--- src/rtl/cpu_pkg.sv ---
// Shared CPU front-end definitions: default widths, reset PC and the fetch entry payload.
package cpu_pkg;

   localparam int unsigned DATA_W = 32;
   localparam int unsigned ADDR_W = 32;
   localparam logic [ADDR_W-1:0] RESET_PC = '0;

   typedef struct packed {
      logic [DATA_W-1:0] inst;
      logic [ADDR_W-1:0] pc;
   } fetch_entry_t;

endpackage

--- src/rtl/fetch_fifo.sv ---
// Synchronous prefetch FIFO of fetch entries; flush empties it and overrides push/pop.
module fetch_fifo
   import cpu_pkg::*;
#(
   parameter int unsigned DEPTH = 4,
   parameter type entry_t = fetch_entry_t
) (
   input  logic                     clk,
   input  logic                     rst,
   input  logic                     push,
   input  logic                     pop,
   input  logic                     flush,
   input  entry_t                   wdata,
   output entry_t                   head,
   output logic [$clog2(DEPTH):0]   count
);

   localparam int unsigned PW = $clog2(DEPTH);
   localparam int unsigned CW = PW + 1;

   entry_t        mem [DEPTH];
   logic [PW-1:0] rd_ptr;
   logic [PW-1:0] wr_ptr;

   // Pointers wrap naturally because DEPTH is a power of two.
   always_ff @(posedge clk or negedge rst) begin
      if (!rst) begin
         rd_ptr <= '0;
         wr_ptr <= '0;
         count  <= '0;
      end else if (flush) begin
         rd_ptr <= '0;
         wr_ptr <= '0;
         count  <= '0;
      end else begin
         if (push) wr_ptr <= wr_ptr + PW'(1);
         if (pop)  rd_ptr <= rd_ptr + PW'(1);
         case ({push, pop})
            2'b10:   count <= count + CW'(1);
            2'b01:   count <= count - CW'(1);
            default: ;
         endcase
      end
   end

   always_ff @(posedge clk) begin
      if (push && !flush) mem[wr_ptr] <= wdata;
   end

   assign head = mem[rd_ptr];

endmodule

--- src/rtl/fetch_queue.sv ---
// Instruction-fetch front end: PC, one-cycle imem request port and a credit-managed prefetch FIFO.
module fetch_queue #(
   parameter int unsigned          DATA_W   = cpu_pkg::DATA_W,
   parameter int unsigned          ADDR_W   = cpu_pkg::ADDR_W,
   parameter int unsigned          DEPTH    = 4,
   parameter int unsigned          PC_STEP  = 1,
   parameter logic [ADDR_W-1:0]    RESET_PC = ADDR_W'(cpu_pkg::RESET_PC)
) (
   input  logic                     clk,
   input  logic                     rst,
   input  logic                     redirect_valid,
   input  logic [ADDR_W-1:0]        redirect_pc,
   output logic                     imem_req,
   output logic [ADDR_W-1:0]        imem_addr,
   input  logic [DATA_W-1:0]        imem_rdata,
   output logic                     inst_valid,
   output logic [DATA_W-1:0]        inst_data,
   output logic [ADDR_W-1:0]        inst_pc,
   input  logic                     inst_ready,
   output logic [$clog2(DEPTH):0]   occupancy
);

   localparam int unsigned CW = $clog2(DEPTH) + 1;

   typedef struct packed {
      logic [DATA_W-1:0] inst;
      logic [ADDR_W-1:0] pc;
   } entry_t;

   logic [ADDR_W-1:0] pc;
   logic [ADDR_W-1:0] rsp_pc;
   logic              inflight;
   logic [CW-1:0]     count;
   logic [CW:0]       credit;
   logic              pop;
   logic              push;
   entry_t            wdata;
   entry_t            head;

   assign inst_valid = (count != '0);
   assign pop        = inst_valid & inst_ready;
   assign push       = inflight & ~redirect_valid;

   // Credit counts buffered plus in-flight words, net of the head leaving this cycle.
   assign credit   = (CW+1)'(count) + (CW+1)'(inflight) - (CW+1)'(pop);
   assign imem_req = rst & ~redirect_valid & (credit < (CW+1)'(DEPTH));

   assign imem_addr = pc;
   assign wdata     = '{inst: imem_rdata, pc: rsp_pc};
   assign inst_data = head.inst;
   assign inst_pc   = head.pc;
   assign occupancy = count;

   always_ff @(posedge clk or negedge rst) begin
      if (!rst) begin
         pc       <= RESET_PC;
         rsp_pc   <= '0;
         inflight <= 1'b0;
      end else begin
         inflight <= imem_req;
         rsp_pc   <= pc;
         if (redirect_valid)
            pc <= redirect_pc;
         else if (imem_req)
            pc <= pc + ADDR_W'(PC_STEP);
      end
   end

   fetch_fifo #(
      .DEPTH   (DEPTH),
      .entry_t (entry_t)
   ) u_fifo (
      .clk   (clk),
      .rst   (rst),
      .push  (push),
      .pop   (pop),
      .flush (redirect_valid),
      .wdata (wdata),
      .head  (head),
      .count (count)
   );

endmodule

--- config.mk ---
export PLATFORM = sky130hd
export DESIGN_NAME = fetch_queue
export DESIGN_NICKNAME = d
export VERILOG_FILES = /design/src/rtl/cpu_pkg.sv /design/src/rtl/fetch_fifo.sv /design/src/rtl/fetch_queue.sv
export SDC_FILE = /design/constraint.sdc
export NUM_CORES = 1
export LEC_CHECK = 0
export ABC_CLOCK_PERIOD_IN_PS = 4830
export BUFFER_PORTS_ARGS = -buffer_cell sky130_fd_sc_hd__buf_2
export CAP_MARGIN = 40
export CORE_MARGIN = 5
export CORE_UTILIZATION = 64
export CTS_BUF_LIST = sky130_fd_sc_hd__clkbuf_2 sky130_fd_sc_hd__clkbuf_4 sky130_fd_sc_hd__clkbuf_8
export CTS_CLUSTER_DIAMETER = 50
export DETAILED_ROUTE_END_ITERATION = 12
export GPL_ROUTABILITY_DRIVEN = 0
export PLACE_DENSITY = 0.94
export SLEW_MARGIN = 10
export SYNTH_ARGS = -nofsm -noshare
export SYNTH_HDL_FRONTEND = slang
export SYNTH_SLANG_ARGS = --single-unit
--- constraint.sdc ---
create_clock -name clk -period 4.83 [get_ports clk]
set_input_delay 0.2415 -clock clk [delete_from_list [all_inputs] [get_ports clk]]
set_output_delay 0.2415 -clock clk [all_outputs]
set_load 0.01 [all_outputs]
==> metrics.md, run 1 <==
| Metric | Value |
|---|---|
| Status | `completed` |
| DRC Markers | `0` |
| CTS clk-pin slew, worst paths | `70 ps` |
| Cell variety after synth | `36` |
| Clk_skew | `~19 ps` |
| Tcrit/Tclk final | `between 80% and 90%` |
| Initial antenna violation count | `0` |
| IO buf count | `between 150 and 200` |
| Skew-Pair Late Insertion Delay | `about 550 ps` |
| Hold Worst Slack | `between 30 and 40 ps` |
| Critical Path Source Type | `flip-flop` |
| Slew Limit Fails | `0` |
| Nets@finish | `~970` |
| Synth-to-layout area growth | `23.9%` |
| H-tree levels | `2` |
| Filler cells | `slightly below 1000` |
| Share of layout cells above drive strength 1 | `35.2%` |
| Critical Path, Cell by Cell | `o31ai_1 -> inv_1 -> ha_1 -> inv_1 -> ha_1 -> and3b_1 -> o2111a_1 -> nor2_1 -> nor2_1 -> buf_2` |
| Met1 Use GR | `between 30 and 40%` |
| # rows | `51` |
| Clock Sinks | `about 330` |
| CP max FO | `25` |
| Post_cts resized | `0` |
| Family with the most delay on the worst path | `compound AO/OA/AOI/OAI gates` |
| Gr ovfl total | `0` |
| Routed wire length per instance | `roughly 22 um` |
| Ys Warns | `0` |
| Cts hold-fix bufs | `64` |
| Met2 Use GR | `40.0%` |
| Final TNS setup | `0 ps` |
| Worst ir drop on vdd | `roughly 0.00036 V` |
| Final min period | `roughly 4300 ps` |
| F_max | `~230 MHz` |
| CP max stage delay | `770 ps` |
| Most frequent cells in the layout | `256 x edfxtp_1, 167 x buf_2, 70 x dfrtp_1, 64 x mux4_2, 64 x dlygate4sd3_1` |
| Post-synthesis cell count | `~630` |
| Final hold violation count | `0` |
| Die Width | `~150 um` |
| Power density over the cells | `about 500 nW/um^2` |
| Die Area | `22300 um^2` |
| Total power | `about 7.5 mW` |
| Crit Path Category | `flip-flop to output port` |
| Seq/Total Area, Yosys | `76.4%` |
| CP bufs+invs | `3` |
| Post-synth EDFFs | `~260` |
| Static Leak | `about 5.6 nW` |
| Mapped Avg Cell Area | `just under 20 um^2` |
| Placed cell count | `between 1000 and 1500` |
| Ys async rst share | `between 20% and 30%` |
| Die Y | `~150 um` |
| Worst EP required | `~4600 ps` |
| Relative slew slack | `between 30% and 40%` |
| CTS buffer count | `48` |
| First-pass GRT wire length | `roughly 42000 um` |
| Ys flop type | `edfxtp_1` |
| Final WL | `about 27000 um` |
| Final ANT Viol Nets | `0` |
| Clock tree buffer depth | `3` |
| Final cell count without fillers | `about 1200` |
| Gr busiest metal | `met2` |
| Post-synthesis cell area | `~12000 um^2` |
| Initial Util | `about 64%` |
| Synth Register Bits | `roughly 330` |
| First-pass DRT Iterations | `4` |
| RSZ-0062 raised after global routing | `no` |
| Post-DP HPWL | `between 15000 and 20000 um` |
| Post-CTS Setup Inserts | `0` |
| Critical Path Sink Type | `output port` |
| Final number of setup-violating endpoints | `0` |
| Post-Syn Nets | `between 700 and 800` |
| Max Cap Viol | `0` |
| Detailed-route via count | `around 7100` |
| Master of the slowest instance on the critical path | `o2111a_1` |
| GR Util met3 | `between 5 and 6%` |
| Root buffer cell | `clkbuf_8` |
| Violation count after the first detailed-routing iteration | `530` |
| Commonest non-fill, non-tap cell in the layout | `edfxtp_1` |
| I/O pins | `approximately 170` |
| # diodes | `0` |
| Core box area | `19300 um^2` |
| CTS tree | `yes` |
| HP Class | `input pin to flip-flop` |
| Vias in the first global route | `about 7500` |
| Total GRT Usage | `24.7%` |
| Crit path DAT | `~4000 ps` |
| Slew @ Worst Pin | `between 900 and 1000 ps` |
| Largest net degree at the start of global routing | `61` |
| Vias per inst | `roughly 5.9` |
-- sequential cells by signal, summed over array words and instances (netlist names) --
| signal | flops |
|---|---|
| imem_addr | 32 |
| inflight | 1 |
| rsp_pc | 32 |
| u_fifo.count | 3 |
| u_fifo.mem | 256 |
| u_fifo.rd_ptr | 2 |
| u_fifo.wr_ptr | 2 |
-- final timing paths --
| path | depth (start not counted) | to | slack, ps | start |
|---|---|---|---|---|
| min in group asynchronous | 3 | imem_addr[18] | 290 | rst |
| worst min register to register | 0 | rsp_pc[10] | 460 | imem_addr[10] |
| worst max register to register | 10 | imem_addr[29] | 840 | u_fifo.count[1] |
| worst max-delay path | 10 | imem_req | 560 | u_fifo.count[1] |
| max in group asynchronous | 4 | rsp_pc[13] | 3960 | rst |
| worst min-delay path | 3 | imem_addr[31] | 40 | redirect_pc[31] |
-- synth_stat cells (9+ instances only) --
library cell	count	area share, %
xor2_1	24	1.7
o21ai_0	30	1.2
inv_1	10	0.30
dfrtp_1	72	15
nand2_1	30	0.91
edfxtp_1	256	62
clkbuf_1	16	0.48
and3_1	9	0.45
mux4_2	64	12
o2111ai_1	15	1.1
nor2_1	20	0.60
-- tightest hold or removal path, stage by stage --
cell	delay (ps)
buf_2	90
nand2b_1	90
o31a_1	120
-- logic make-up after synthesis --
kind of cell               share of synthesized area [%]
muxes                                               11.8
AOI/OAI and AO/OA                                   3.50
buffers and inverters                               1.29
adders and majority gates                          0.967
xor gates and xnor gates                            2.04
DFF                                                 76.4
and+or+nand+nor                                     3.98
-- routing by layer --
metal  vias to the layer above  share of wire, %
li1                       3076                 -
met1                      3556                39
met2                       443                49
met3                        69               9.6
met4                         0               2.5
met5                         -                 0
-- metrics by stage --
| step | worst slack, ps | utilization (%) | area [um^2] |
|---|---|---|---|
| CTS | 784 | 79.9 | 15400 |
| global route | 353 | 79.9 | 15400 |
| finish | 565 | 79.9 | 15400 |
| detailed placement | 1120 | 71.1 | 13700 |
| floorplan | 1840 | - | 12400 |
| global placement | 1250 | 70.2 | 13500 |
-- where the power goes --
part | total [mW] | leakage, nW | switching [mW] | internal, mW
registers | 3.56 | 3.18 | 0.261 | 3.30
logic | 1.57 | 1.85 | 0.790 | 0.778
clock network | 2.38 | 0.554 | 1.01 | 1.38
total | 7.51 | 5.59 | 2.06 | 5.45
-- cell type report --
cell class	count	area [um^2]	share of cell area (%)
inverter	10	37.5	0.244
clock inverter	25	243	1.58
multi-input combinational	266	2790	18.1
timing repair buffer	243	1690	11.0
sequential	328	9500	61.7
clock buffer	65	820	5.32
tap	265	332	2.15
(Power assumes the default switching activity.)
==> run 2: changes to the inputs <==
- CORE_UTILIZATION: 64 -> 50
- PLACE_DENSITY: 0.94 -> 0.74
==> metrics.md, run 2 (synthesized netlist as in run 1, its figures left out) <==
| Metric | Value |
|---|---|
| CP max stage delay | `roughly 760 ps` |
| Net Sw Frac | `a little over a quarter` |
| Final min period | `a little over 4000 ps` |
| Post_cts resized | `0` |
| CTS tree | `yes` |
| Gr ovfl total | `0` |
| Root buffer cell | `clkbuf_8` |
| Filler cells | `1736` |
| Family with the most delay on the worst path | `compound AO/OA/AOI/OAI gates` |
| Total GRT Usage | `a little under a fifth` |
| Sequential share of power | `a little under half` |
| Clk_skew | `17.9 ps` |
| Most frequent cells in the layout | `256 x edfxtp_1, 167 x buf_2, 70 x dfrtp_1, 65 x dlygate4sd3_1, 64 x mux4_2` |
| Slew @ Worst Pin | `between 900 and 1000 ps` |
| Vias per inst | `~5.4` |
| Clk pwr share | `31.5%` |
| Worst ir drop on vdd | `0.000371 V` |
| Final ANT Viol Nets | `0` |
| Final TNS setup | `0 ps` |
| Initial Util | `between 50% and 60%` |
| Critical Path Source Type | `flip-flop` |
| HP Class | `input pin to flip-flop` |
| FF-to-FF End | `imem_addr[23]` |
| Comb pwr share | `approximately a fifth` |
| Post-CTS Setup Inserts | `0` |
| Max Cap Viol | `0` |
| Tcrit/Tclk final | `roughly 85%` |
| Setup slack, reg-to-reg | `1000 ps` |
| Synth-to-layout area growth | `24.4%` |
| Nets@finish | `slightly below 1000` |
| Post-DP HPWL | `between 15000 and 20000 um` |
| Worst r2r path cells | `10` |
| Critical Path Sink Type | `output port` |
| Worst setup startpoint | `u_fifo.count[1]` |
| I/O pins | `roughly 170` |
| First-pass DRT Iterations | `5` |
| Crit path DAT | `3870 ps` |
| Commonest non-fill, non-tap cell in the layout | `edfxtp_1` |
| Power density over the cells | `480 nW/um^2` |
| Detailed-route via count | `between 6000 and 7000` |
| Final instance area | `roughly 15000 um^2` |
| CP bufs+invs | `3` |
| Die Width | `about 170 um` |
| # rows | `57` |
| Vias in the first global route | `7291` |
| Largest net degree at the start of global routing | `between 60 and 70` |
| H-tree levels | `2` |
| Initial antenna violation count | `0` |
| Cts hold-fix bufs | `65` |
| IO buf count | `around 170` |
| Critical Path Stages | `10` |
| Die Y | `approximately 170 um` |
| Final number of setup-violating endpoints | `0` |
| Skew-Pair Late Insertion Delay | `550 ps` |
| Pre-CTS setup slack | `slightly below 1000 ps` |
| Relative slew slack | `approximately 39%` |
| Total power | `7.41 mW` |
| Share of layout cells above drive strength 1 | `~36%` |
| Final WL | `around 25000 um` |
| Top reg by flops | `u_fifo.mem` |
| RSZ-0062 raised after global routing | `no` |
| CP Capture Point | `imem_req` |
| Sw Pwr | `between 1.5 and 2 mW` |
| DRC Markers | `0` |
| Setup ws final | `722 ps` |
| Clock Sinks | `roughly 330` |
| CTS buffer count | `50` |
| Master of the slowest instance on the critical path | `o2111a_1` |
| # diodes | `0` |
| Hold Worst Slack | `193 ps` |
| First-pass GRT wire length | `40300 um` |
| Status | `completed` |
| Slew Limit Fails | `0` |
| Violation count after the first detailed-routing iteration | `between 400 and 500` |
| Clock tree buffer depth | `3` |
| Worst EP required | `roughly 4600 ps` |
| CP max FO | `25` |
| Crit Path Category | `flip-flop to output port` |
| Post-Place Cell Area | `13800 um^2` |
| Final hold violation count | `0` |
| Routed wire length per instance | `~20 um` |
| Largest register FFs | `about 260` |
| Critical Path, Cell by Cell | `o31ai_1 -> inv_1 -> ha_1 -> inv_1 -> ha_1 -> and3b_1 -> o2111a_1 -> nor2_1 -> nor2_1 -> buf_2` |
| Reg2reg start | `u_fifo.count[1]` |
| Static Leak | `~5.6 nW` |
| CTS clk-pin slew, worst paths | `around 60 ps` |
| Internal power | `~5.4 mW` |
| Core box area | `around 24000 um^2` |
| Die Area | `roughly 28000 um^2` |
| F_max | `243 MHz` |
[run 2: cell types whose count changed in the layout (fill, tap and decap cells not counted), sizes merged, moves of 2 or more]
cell and delta:
clkinv -10, clkbuf +12, inv +2, bufinv -2
clkinvlp -2
[run 2: area by class of cell]
cell class | count | area (um^2) | area share, %
multi-input cells | 266 | 2790 | 18.0
clock inverters | 13 | 141 | 0.915
inverters | 10 | 37.5 | 0.243
flip-flops and latches | 328 | 9500 | 61.4
well taps | 324 | 405 | 2.62
repair buffers | 243 | 1690 | 10.9
clock buffers | 77 | 903 | 5.84
[run 2: power groups by stage]
stage / Sequential, mW / Clock [mW] / Combinational [mW]
detailed placement: 3.60 / 0 / 1.52
finish: 3.54 / 2.33 / 1.54
global route: 3.58 / 2.55 / 1.69
global placement: 3.61 / 0 / 1.47
floorplan: 3.48 / 0 / 1.04
CTS: 3.55 / 2.41 / 1.57
[run 2: metal layers]
metal,part of all wire [%],GRT usage (%),vias to the layer above
li1,-,-,3087
met1,43,25.2,3418
met2,47,28.4,272
met3,8.7,5.14,49
met4,1.9,4.98,0
met5,0,0,-
[run 2: worst min-delay path by stage]
| stage | from | endpoint | depth (start not counted) |
|---|---|---|---|
| 6_report | inst_ready | u_fifo.rd_ptr[0] | 4 |
| 3_5_place_dp | rst | rsp_pc[15] | 2 |
| 5_1_grt | inst_ready | u_fifo.rd_ptr[0] | 4 |
| 3_3_place_gp | imem_addr[10] | rsp_pc[10] | 0 |
| 2_1_floorplan | rst | imem_addr[0] | 0 |
| 4_1_cts | inst_ready | u_fifo.rd_ptr[0] | 4 |
[run 2: worst reg2reg max path, stage by stage (launching register included)]
cell	delay, ps
dfrtp_1	460
o31ai_1	690
inv_1	160
ha_1	220
inv_1	50
ha_1	110
and3b_1	230
o2111a_1	760
o211ai_1	410
or4_1	500
a31oi_1	170
[run 2: per-stage QoR]
stage / util [%] / std cells
after floorplan: - / 633
after global placement: 55.8 / 1100
after detailed placement: 56.4 / 1106
after CTS: 63.4 / 1261
after global routing: 63.4 / 1261
final: 63.4 / 1261
==> run 3: changes to the inputs <==
- CORE_UTILIZATION: 50 -> 26
- CTS_BUF_LIST: sky130_fd_sc_hd__clkbuf_2 sky130_fd_sc_hd__clkbuf_4 sky130_fd_sc_hd__clkbuf_8 -> default
- PLACE_DENSITY: 0.74 -> 0.45
==> metrics.md, run 3 (synthesized netlist as in run 1, its figures left out) <==
| Metric | Value |
|---|---|
| Tcrit/Tclk final | `80.5%` |
| H-tree levels | `2` |
| First-pass GRT wire length | `roughly 47000 um` |
| Crit path DAT | `3650 ps` |
| Sw Pwr | `between 2 and 2.5 mW` |
| Skew-Pair Late Insertion Delay | `between 500 and 600 ps` |
| RSZ-0062 raised after global routing | `no` |
| CP max FO | `24` |
| Power density over the cells | `~520 nW/um^2` |
| Clock tree buffer depth | `3` |
| Final ANT Viol Nets | `0` |
| # rows | `80` |
| Routed wire length per instance | `just under 20 um` |
| Die Area | `roughly 52000 um^2` |
| Worst ir drop on vdd | `between 0.0002 and 0.00025 V` |
| Nets@finish | `~1000` |
| Slew Limit Fails | `0` |
| Synth-to-layout area growth | `31.2%` |
| Top reg by flops | `u_fifo.mem` |
| Clk pwr share | `between 30% and 40%` |
| Final WL | `approximately 31000 um` |
| CTS clk-pin slew, worst paths | `about 60 ps` |
| Largest register FFs | `about 260` |
| Final cell count without fillers | `between 1500 and 2000` |
| Commonest non-fill, non-tap cell in the layout | `edfxtp_1` |
| Worst EP required | `between 4000 and 5000 ps` |
| Relative slew slack | `between 40 and 50%` |
| IO buf count | `168` |
| Initial antenna violation count | `0` |
| Sequential share of power | `about two fifths` |
| Root buffer cell | `clkbuf_16` |
| Core box area | `47500 um^2` |
| Share of layout cells above drive strength 1 | `a little over a third` |
| Post_cts resized | `0` |
| Critical Path Sink Type | `output port` |
| Final TNS setup | `0 ps` |
| Slew @ Worst Pin | `between 800 and 900 ps` |
| Die Y | `around 230 um` |
| Final instance area | `between 15000 and 20000 um^2` |
| CP max stage delay | `690 ps` |
| Clock Sinks | `about 330` |
| DRC Markers | `0` |
| Net Sw Frac | `27.2%` |
| Final hold violation count | `0` |
| Filler cells | `around 4500` |
| Vias per inst | `4.36` |
| Final number of setup-violating endpoints | `0` |
| Total power | `about 8.5 mW` |
| Crit Path Category | `flip-flop to output port` |
| # diodes | `0` |
| I/O pins | `~170` |
| Vias in the first global route | `around 7400` |
| CTS buffer count | `44` |
| Post-Place Cell Area | `14100 um^2` |
| F_max | `257 MHz` |
| Final min period | `3890 ps` |
| First-pass DRT Iterations | `4` |
| Detailed-route via count | `approximately 6800` |
| Largest net degree at the start of global routing | `60` |
| Max Cap Viol | `0` |
| Die Width | `229 um` |
| HP Class | `input pin to async pin` |
| Post-DP HPWL | `about 19000 um` |
| Violation count after the first detailed-routing iteration | `346` |
| Status | `completed` |
| Total GRT Usage | `a little under an eighth` |
| Most frequent cells in the layout | `256 x edfxtp_1, 167 x buf_2, 70 x dfrtp_1, 65 x dlygate4sd3_1, 64 x mux4_2` |
| Static Leak | `5.79 nW` |
| Internal power | `~6.2 mW` |
| Placed cell count | `between 1000 and 1500` |
| CP bufs+invs | `4` |
| Master of the slowest instance on the critical path | `o31ai_1` |
| Comb pwr share | `around a fifth` |
| Initial Util | `26.1%` |
| Critical Path, Cell by Cell | `o31ai_1 -> inv_1 -> ha_1 -> inv_1 -> ha_1 -> and3b_1 -> o2111a_1 -> buf_4 -> nor2_1 -> nor2_1 -> buf_2` |
| Critical Path Source Type | `flip-flop` |
| CTS tree | `yes` |
| Clk_skew | `17.0 ps` |
| Family with the most delay on the worst path | `compound AO/OA/AOI/OAI gates` |
| Gr ovfl total | `0` |
[run 3: changes by cell type in the layout (fill, tap and decap cells not counted), moves of 4 or more]
cell,before,now
clkbuf_8,52,1
bufinv_16,3,7
buf_4,5,16
clkbuf_4,25,0
buf_16,6,2
clkbuf_1,0,8
clkinvlp_4,0,4
clkbuf_16,0,45
[run 3: repair_timing]
action                    in CTS  in global routing
hold buffers                  65                  0
hold endpoints to repair     179                  0
setup buffers                  0                  0
[run 3: cell type report]
class / instances / area (um^2) / share of cell area [%]
repair buffers: 250 / 1660 / 10.2
flip-flops and latches: 328 / 9500 / 58.3
multi-input cells: 266 / 2790 / 17.1
clock buffers: 54 / 1170 / 7.18
well taps: 615 / 769 / 4.72
clock inverters: 28 / 379 / 2.33
inverters: 10 / 37.5 / 0.230
[run 3: worst paths after layout]
kind / depth (start not counted) / to / start / slack (ps)
hold / removal: 2 / imem_addr[6] / rst / 120
setup reg to reg: 10 / imem_addr[19] / u_fifo.count[1] / 1530
min in group clk: 4 / u_fifo.rd_ptr[0] / inst_ready / 200
setup / recovery: 11 / imem_req / u_fifo.count[1] / 940
hold reg to reg: 0 / rsp_pc[7] / imem_addr[7] / 470
max in group asynchronous: 3 / u_fifo.rd_ptr[0] / rst / 3570
[run 3: stage by stage]
| step | util (%) | setup WS (ps) | hold WS [ps] |
|---|---|---|---|
| final | 34.3 | 941 | 121 |
| after global routing | 34.3 | 677 | 124 |
| after CTS | 34.3 | 926 | 94.4 |
| after detailed placement | 29.7 | 1550 | 171 |
| after global placement | 29.5 | 1660 | 164 |
| after floorplan | - | 1840 | -54.1 |
[run 3: power groups by stage]
stage	Sequential, mW	Clock (mW)	Combinational (mW)
final	3.52	3.36	1.66
after global routing	3.55	3.60	1.83
after CTS	3.53	3.48	1.73
after detailed placement	3.58	0	1.68
after global placement	3.67	0	1.55
after floorplan	3.48	0	1.04
[run 3: layer usage]
layer / GRT usage (%) / wire length [um] / up-vias
met3: 3.98 / 1950 / 47
met5: 0 / 0 / -
met2: 18.4 / 14100 / 180
li1: - / - / 3083
met4: 3.12 / 585 / 0
met1: 15.7 / 13900 / 3449
